$ cat src/rtl/hazard_stall_unit.sv
// Pipeline hazard detector: load-use and data-memory wait stalls, a scoreboard of
// in-flight load destinations, and a saturating stall-cycle counter.
//
// state       | meaning
// ------------+-----------------------------------------------------------
// RUN         | no hazard seen last cycle, pipeline flowing
// MEM_WAIT    | MEM stage waiting on a data-memory response, whole pipe held
// LOAD_BUBBLE | one NOP injected into EX behind a load, front end held
module hazard_stall_unit #(
  parameter int CNT_W = 16
) (
  input  logic             clk,
  input  logic             rst,
  input  logic             id_valid,
  input  logic [4:0]       rs1_ID,
  input  logic [4:0]       rs2_ID,
  input  logic             use_rs1,
  input  logic             use_rs2,
  input  logic             ex_valid,
  input  logic             ex_is_load,
  input  logic [4:0]       rd_EX,
  input  logic             mem_valid,
  input  logic             mem_is_mem_op,
  input  logic             mem_is_load,
  input  logic [4:0]       rd_MEM,
  input  logic             dmem_resp,
  output logic             stall_IF,
  output logic             stall_ID,
  output logic             stall_EX,
  output logic             stall_MEM,
  output logic             bubble_EX,
  output logic             bubble_WB,
  output logic [31:0]      pending,
  output logic [CNT_W-1:0] stall_count
);

  typedef enum logic [1:0] {
    RUN         = 2'd0,
    MEM_WAIT    = 2'd1,
    LOAD_BUBBLE = 2'd2
  } state_t;

  state_t state;

  logic mem_wait;
  logic load_use;
  logic rs1_hit;
  logic rs2_hit;
  logic load_leaves_ex;
  logic load_returns;
  logic [31:0] set_vec;
  logic [31:0] clr_vec;

  always_comb begin
    rs1_hit  = use_rs1 && (rs1_ID == rd_EX);
    rs2_hit  = use_rs2 && (rs2_ID == rd_EX);
    mem_wait = mem_valid && mem_is_mem_op && !dmem_resp;
    load_use = id_valid && ex_valid && ex_is_load && (rd_EX != 5'd0) && (rs1_hit || rs2_hit);
  end

  // Outputs follow the inputs with zero latency; reset forces them low at once.
  always_comb begin
    stall_IF  = 1'b0;
    stall_ID  = 1'b0;
    stall_EX  = 1'b0;
    stall_MEM = 1'b0;
    bubble_EX = 1'b0;
    bubble_WB = 1'b0;
    if (!rst) begin
      if (mem_wait) begin
        stall_IF  = 1'b1;
        stall_ID  = 1'b1;
        stall_EX  = 1'b1;
        stall_MEM = 1'b1;
        bubble_WB = 1'b1;
      end else if (load_use) begin
        stall_IF  = 1'b1;
        stall_ID  = 1'b1;
        bubble_EX = 1'b1;
      end
    end
  end

  always_comb begin
    load_leaves_ex = ex_valid && ex_is_load && !stall_EX && (rd_EX != 5'd0);
    load_returns   = mem_valid && mem_is_load && dmem_resp;
    set_vec = 32'd0;
    clr_vec = 32'd0;
    if (load_leaves_ex) set_vec[rd_EX] = 1'b1;
    if (load_returns)   clr_vec[rd_MEM] = 1'b1;
  end

  // Set is applied after clear so a same-index collision leaves the bit set.
  always_ff @(posedge clk or posedge rst) begin
    if (rst) begin
      pending <= 32'd0;
    end else begin
      pending <= ((pending & ~clr_vec) | set_vec) & 32'hFFFF_FFFE;
    end
  end

  always_ff @(posedge clk or posedge rst) begin
    if (rst) begin
      stall_count <= '0;
    end else if (stall_IF && (stall_count != {CNT_W{1'b1}})) begin
      stall_count <= stall_count + CNT_W'(1);
    end
  end

  always_ff @(posedge clk or posedge rst) begin
    if (rst) begin
      state <= RUN;
    end else begin
      case (state)
        RUN: begin
          if (mem_wait)      state <= MEM_WAIT;
          else if (load_use) state <= LOAD_BUBBLE;
          else               state <= RUN;
        end
        MEM_WAIT: begin
          if (mem_wait)      state <= MEM_WAIT;
          else if (load_use) state <= LOAD_BUBBLE;
          else               state <= RUN;
        end
        LOAD_BUBBLE: begin
          if (mem_wait) state <= MEM_WAIT;
          else          state <= RUN;
        end
        default: state <= RUN;
      endcase
    end
  end

endmodule

$ cat config.mk
export PLATFORM = sky130hd
export DESIGN_NAME = hazard_stall_unit
export DESIGN_NICKNAME = d
export VERILOG_FILES = /design/src/rtl/hazard_stall_unit.sv
export SDC_FILE = /design/constraint.sdc
export NUM_CORES = 1
export LEC_CHECK = 0
export CORE_UTILIZATION = 44
export CTS_CLUSTER_DIAMETER = 120
export DETAILED_ROUTE_END_ITERATION = 16
export GPL_ROUTABILITY_DRIVEN = 1
export GPL_TIMING_DRIVEN = 0
export PLACE_DENSITY = 0.79
export SLEW_MARGIN = 20
export SYNTH_ARGS = -nofsm -noshare
export SYNTH_HDL_FRONTEND = slang
export SYNTH_SLANG_ARGS = --single-unit
$ cat constraint.sdc
create_clock -name clk -period 2.7 [get_ports clk]
set_input_delay 0.405 -clock clk [delete_from_list [all_inputs] [get_ports clk]]
set_output_delay 0.405 -clock clk [all_outputs]
set_load 0.005 [all_outputs]
==> summary.md <==
| Metric | Value |
|---|---|
| FILL cells | `430` |
| Post-synthesis register bit count | `47` |
| Die height | `74.8 um` |
| Hold Path Origin | `rd_EX[4]` |
| Slew HR | `63.7%` |
| Power Density | `529 nW/um^2` |
| R2R cell count | `8` |
| Non-filler cells, final | `391` |
| Mapped Cells | `238` |
| Min Tclk post-route | `2.56 ns` |
| Max stage delay on crit path | `0.49 ns` |
| Syn. warnings | `0` |
| Fmax achieved | `391 MHz` |
| DRC | `0` |
| Cells on Worst Hold Path | `2` |
| Die Area | `5590 sq um` |
| WL per Instance | `14.7 um` |
| RSZ-0062 raised after global routing | `no` |
| Final setup viols | `0` |
| Place WS | `0.0772 ns` |
| Most frequent CP cell | `clkdlybuf4s50_1` |
| Crit Path Category | `in -> out` |
| Synthesis-to-layout area growth | `40.8%` |
| # clock sinks | `47` |
| Die W | `74.8 um` |
| Max Cap Viol | `0` |
| Final HPWL DP | `4340 um` |
| Via total after detailed routing | `2,095` |
| HP Class | `in -> reg` |
| Commonest non-fill, non-tap cell in the layout | `clkdlybuf4s50_1` |
| Row cnt | `26` |
| Vias in the first global route | `1,960` |
| Max VDD drop | `0.376 mV` |
| Initial antenna violation count | `0` |
| Total power | `1.74 mW` |
| Status | `complete, no violations` |
| Starting density of the core | `45.6%` |
| Critical R2R Capture | `stall_count[1]$_DFFE_PP0P_` |
| NetSw | `448 uW` |
| Synth cell types | `39` |
| Crit path cell chain | `clkdlybuf4s50_1 -> xnor2_1 -> nand4_1 -> o22ai_2 -> a21o_1 -> buf_4 -> clkdlybuf4s50_1` |
| Reg2reg setup slack | `0.54 ns` |
| Port bufs | `75` |
| Clk slew on worst S/H paths | `0.08 ns` |
| Max clock buf depth | `2` |
| Crit-path leading delay family | `buffers and inverters` |
| Slowest CP cell | `clkdlybuf4s50_1` |
| Hold endpoint | `pending[3]$_DFF_PP0_` |
| WP buf/inv | `3` |
| Post-route ant nets | `0` |
| Worst skew pair latency | `0.29 ns` |
| Startpoint types | `input pin` |
| Core area | `5110 sq um` |
| CP max FO | `3` |
| Post-CTS setup buffer count | `0` |
| Clock power share | `24.3%` |
| Root buffer cell | `clkbuf_8` |
| Most frequent cells in the layout | `clkdlybuf4s50_1 (75), o21ai_0 (51), dfrtp_1 (47)` |
| Synth Net Count | `270` |
| Post-Place Cells | `384` |
| Number of hold violations in the final report | `0` |
| Ant diodes | `0` |
| Required @ worst endpoint | `2.30 ns` |
| CTS tree | `yes` |
| Sequential Power Share | `49.9%` |
| All-Layer GR Usage | `21.9%` |
| Layout cell share with drive strength beyond 1 | `9.03%` |
| Clk_skew | `0.00370 ns` |
| Sequential share of the synthesized area | `50.5%` |
| Logic pwr share | `25.9%` |
| RR Startpoint | `stall_count[0]$_DFFE_PP0P_` |
| Period utilization | `94.7%` |
| CP endpoint kind | `output pin` |
| Drt via density | `5.36` |
| Internal power | `1.29 mW` |
| Static Leakage | `1.35 nW` |
| Post-Syn Area per Cell | `9.79 sq um` |
| Cts bufs inserted | `5` |
| DR pass1 iterations | `4` |
| Nets | `353` |
| Final WS setup | `0.143 ns` |
| First-pass GRT wire length | `9270 um` |
| # IOs | `85` |
| Worst Max-Slew Pin Slew | `0.542 ns` |
| Routability cong. | `0.843` |
| Routed WL | `5740 um` |
| Largest net degree at the start of global routing | `26` |
| Pins Over Slew Limit | `0` |
| Sw Share | `25.8%` |
| Setup_tns | `0 ns` |
| Crit path DAT | `2.15 ns` |
| Global route overflow | `0` |
| H-Tree Level Count | `2` |
| Hold WS | `0.434 ns` |
| Netlist Area Pre-Place | `2330 sq um` |
| Initial DRC Count | `96` |
power by group through the flow:
stage / logic, mW / clock network, mW / registers [mW]
floorplan: 0.156 / 0 / 0.879
global placement: 0.435 / 0 / 0.878
detailed placement: 0.454 / 0 / 0.880
CTS: 0.455 / 0.431 / 0.866
global route: 0.503 / 0.457 / 0.878
finish: 0.449 / 0.421 / 0.865
Yosys cell counts:
cell type	instances	share of area [%]
and4_1	1	0.38
buf_2	6	1.3
a21oi_1	1	0.21
or2_2	2	0.54
dfrtp_1	47	50
or2_0	1	0.27
o32a_1	1	0.43
o211ai_1	1	0.32
o21ai_2	1	0.38
xnor2_1	15	5.6
nand4_1	5	1.3
o21ai_0	51	11
nor3b_1	1	0.32
nor3_2	1	0.43
and3_1	3	0.81
mux2_2	1	0.48
o31ai_1	4	1.3
nand3b_1	5	1.6
nand2_1	17	2.7
or3_1	1	0.27
o41ai_1	7	2.6
inv_1	6	0.97
buf_6	1	0.48
conb_1	1	0.16
a21o_1	1	0.32
o22ai_1	1	0.27
xor2_1	9	3.4
mux2_4	1	0.64
nand2b_1	5	1.3
clkbuf_1	4	0.64
nor3_1	5	1.1
nand3_1	9	1.9
nor4_1	4	1.1
nand4b_1	1	0.38
nor2_1	9	1.4
buf_4	4	1.3
or3b_2	2	0.75
ha_1	1	0.54
nor2b_1	2	0.54
metrics by stage:
step / cell area [sq um] / util, %
3_5_place_dp: 3190 / 62.4
5_1_grt: 3280 / 64.3
4_1_cts: 3280 / 64.2
3_3_place_gp: 3170 / 62.1
6_report: 3280 / 64.3
2_1_floorplan: 2330 / -
flip-flops by register name, summed over array words and instances (netlist names):
register     count
stall_count     16
pending         31
layer usage:
| layer | vias to the layer above | share of wire, % | GRT usage, % |
|---|---|---|---|
| met3 | 7 | 4.8 | 5.49 |
| met5 | - | 0 | 0 |
| met2 | 63 | 51 | 37.7 |
| met4 | 0 | 1.3 | 6.08 |
| li1 | 1011 | - | - |
| met1 | 1014 | 42 | 27.5 |
cell families (layout without fill, tap and decap cells):
kind of cell,after synthesis,after routing,synth area share [%]
and+or+nand+nor,74,74,17.2
other,1,1,0.161
AOI/OAI and AO/OA,68,68,16.8
xor gates and xnor gates,24,24,9.02
adders and majority gates,1,1,0.537
DFF,47,47,50.5
muxes,2,2,1.13
buffers and inverters,21,104,4.67
cell type report:
| type | count | area (sq um) | share of cell area (%) |
|---|---|---|---|
| timing repair buffer | 76 | 771 | 23.5 |
| tap | 70 | 87.6 | 2.67 |
| clock inverter | 1 | 5.00 | 0.152 |
| inverter | 6 | 22.5 | 0.686 |
| clock buffer | 6 | 82.6 | 2.52 |
| sequential | 47 | 1180 | 35.8 |
| multi-input combinational | 170 | 1050 | 32.1 |
| buffer | 15 | 86.3 | 2.63 |
what timing repair did:
action                     in CTS  in global routing
hold buffers                    0                  0
setup endpoints to repair       0                  1
resized for setup               0                  1
worst max-delay path by stage:
stage / start / cells after the start / slack (ns) / endpoint
floorplan: stall_count[0]$_DFFE_PP0P_ / 8 / 0.70 / stall_count[1]$_DFFE_PP0P_
global placement: rs1_ID[1] / 7 / 0.08 / stall_IF
detailed placement: rs1_ID[1] / 7 / 0.08 / stall_IF
CTS: rs1_ID[1] / 7 / 0.07 / stall_IF
global route: rs1_ID[4] / 7 / 0.02 / stall_IF
finish: rs1_ID[1] / 7 / 0.14 / stall_IF
No activity file was read; power rests on OpenSTA's default activity.
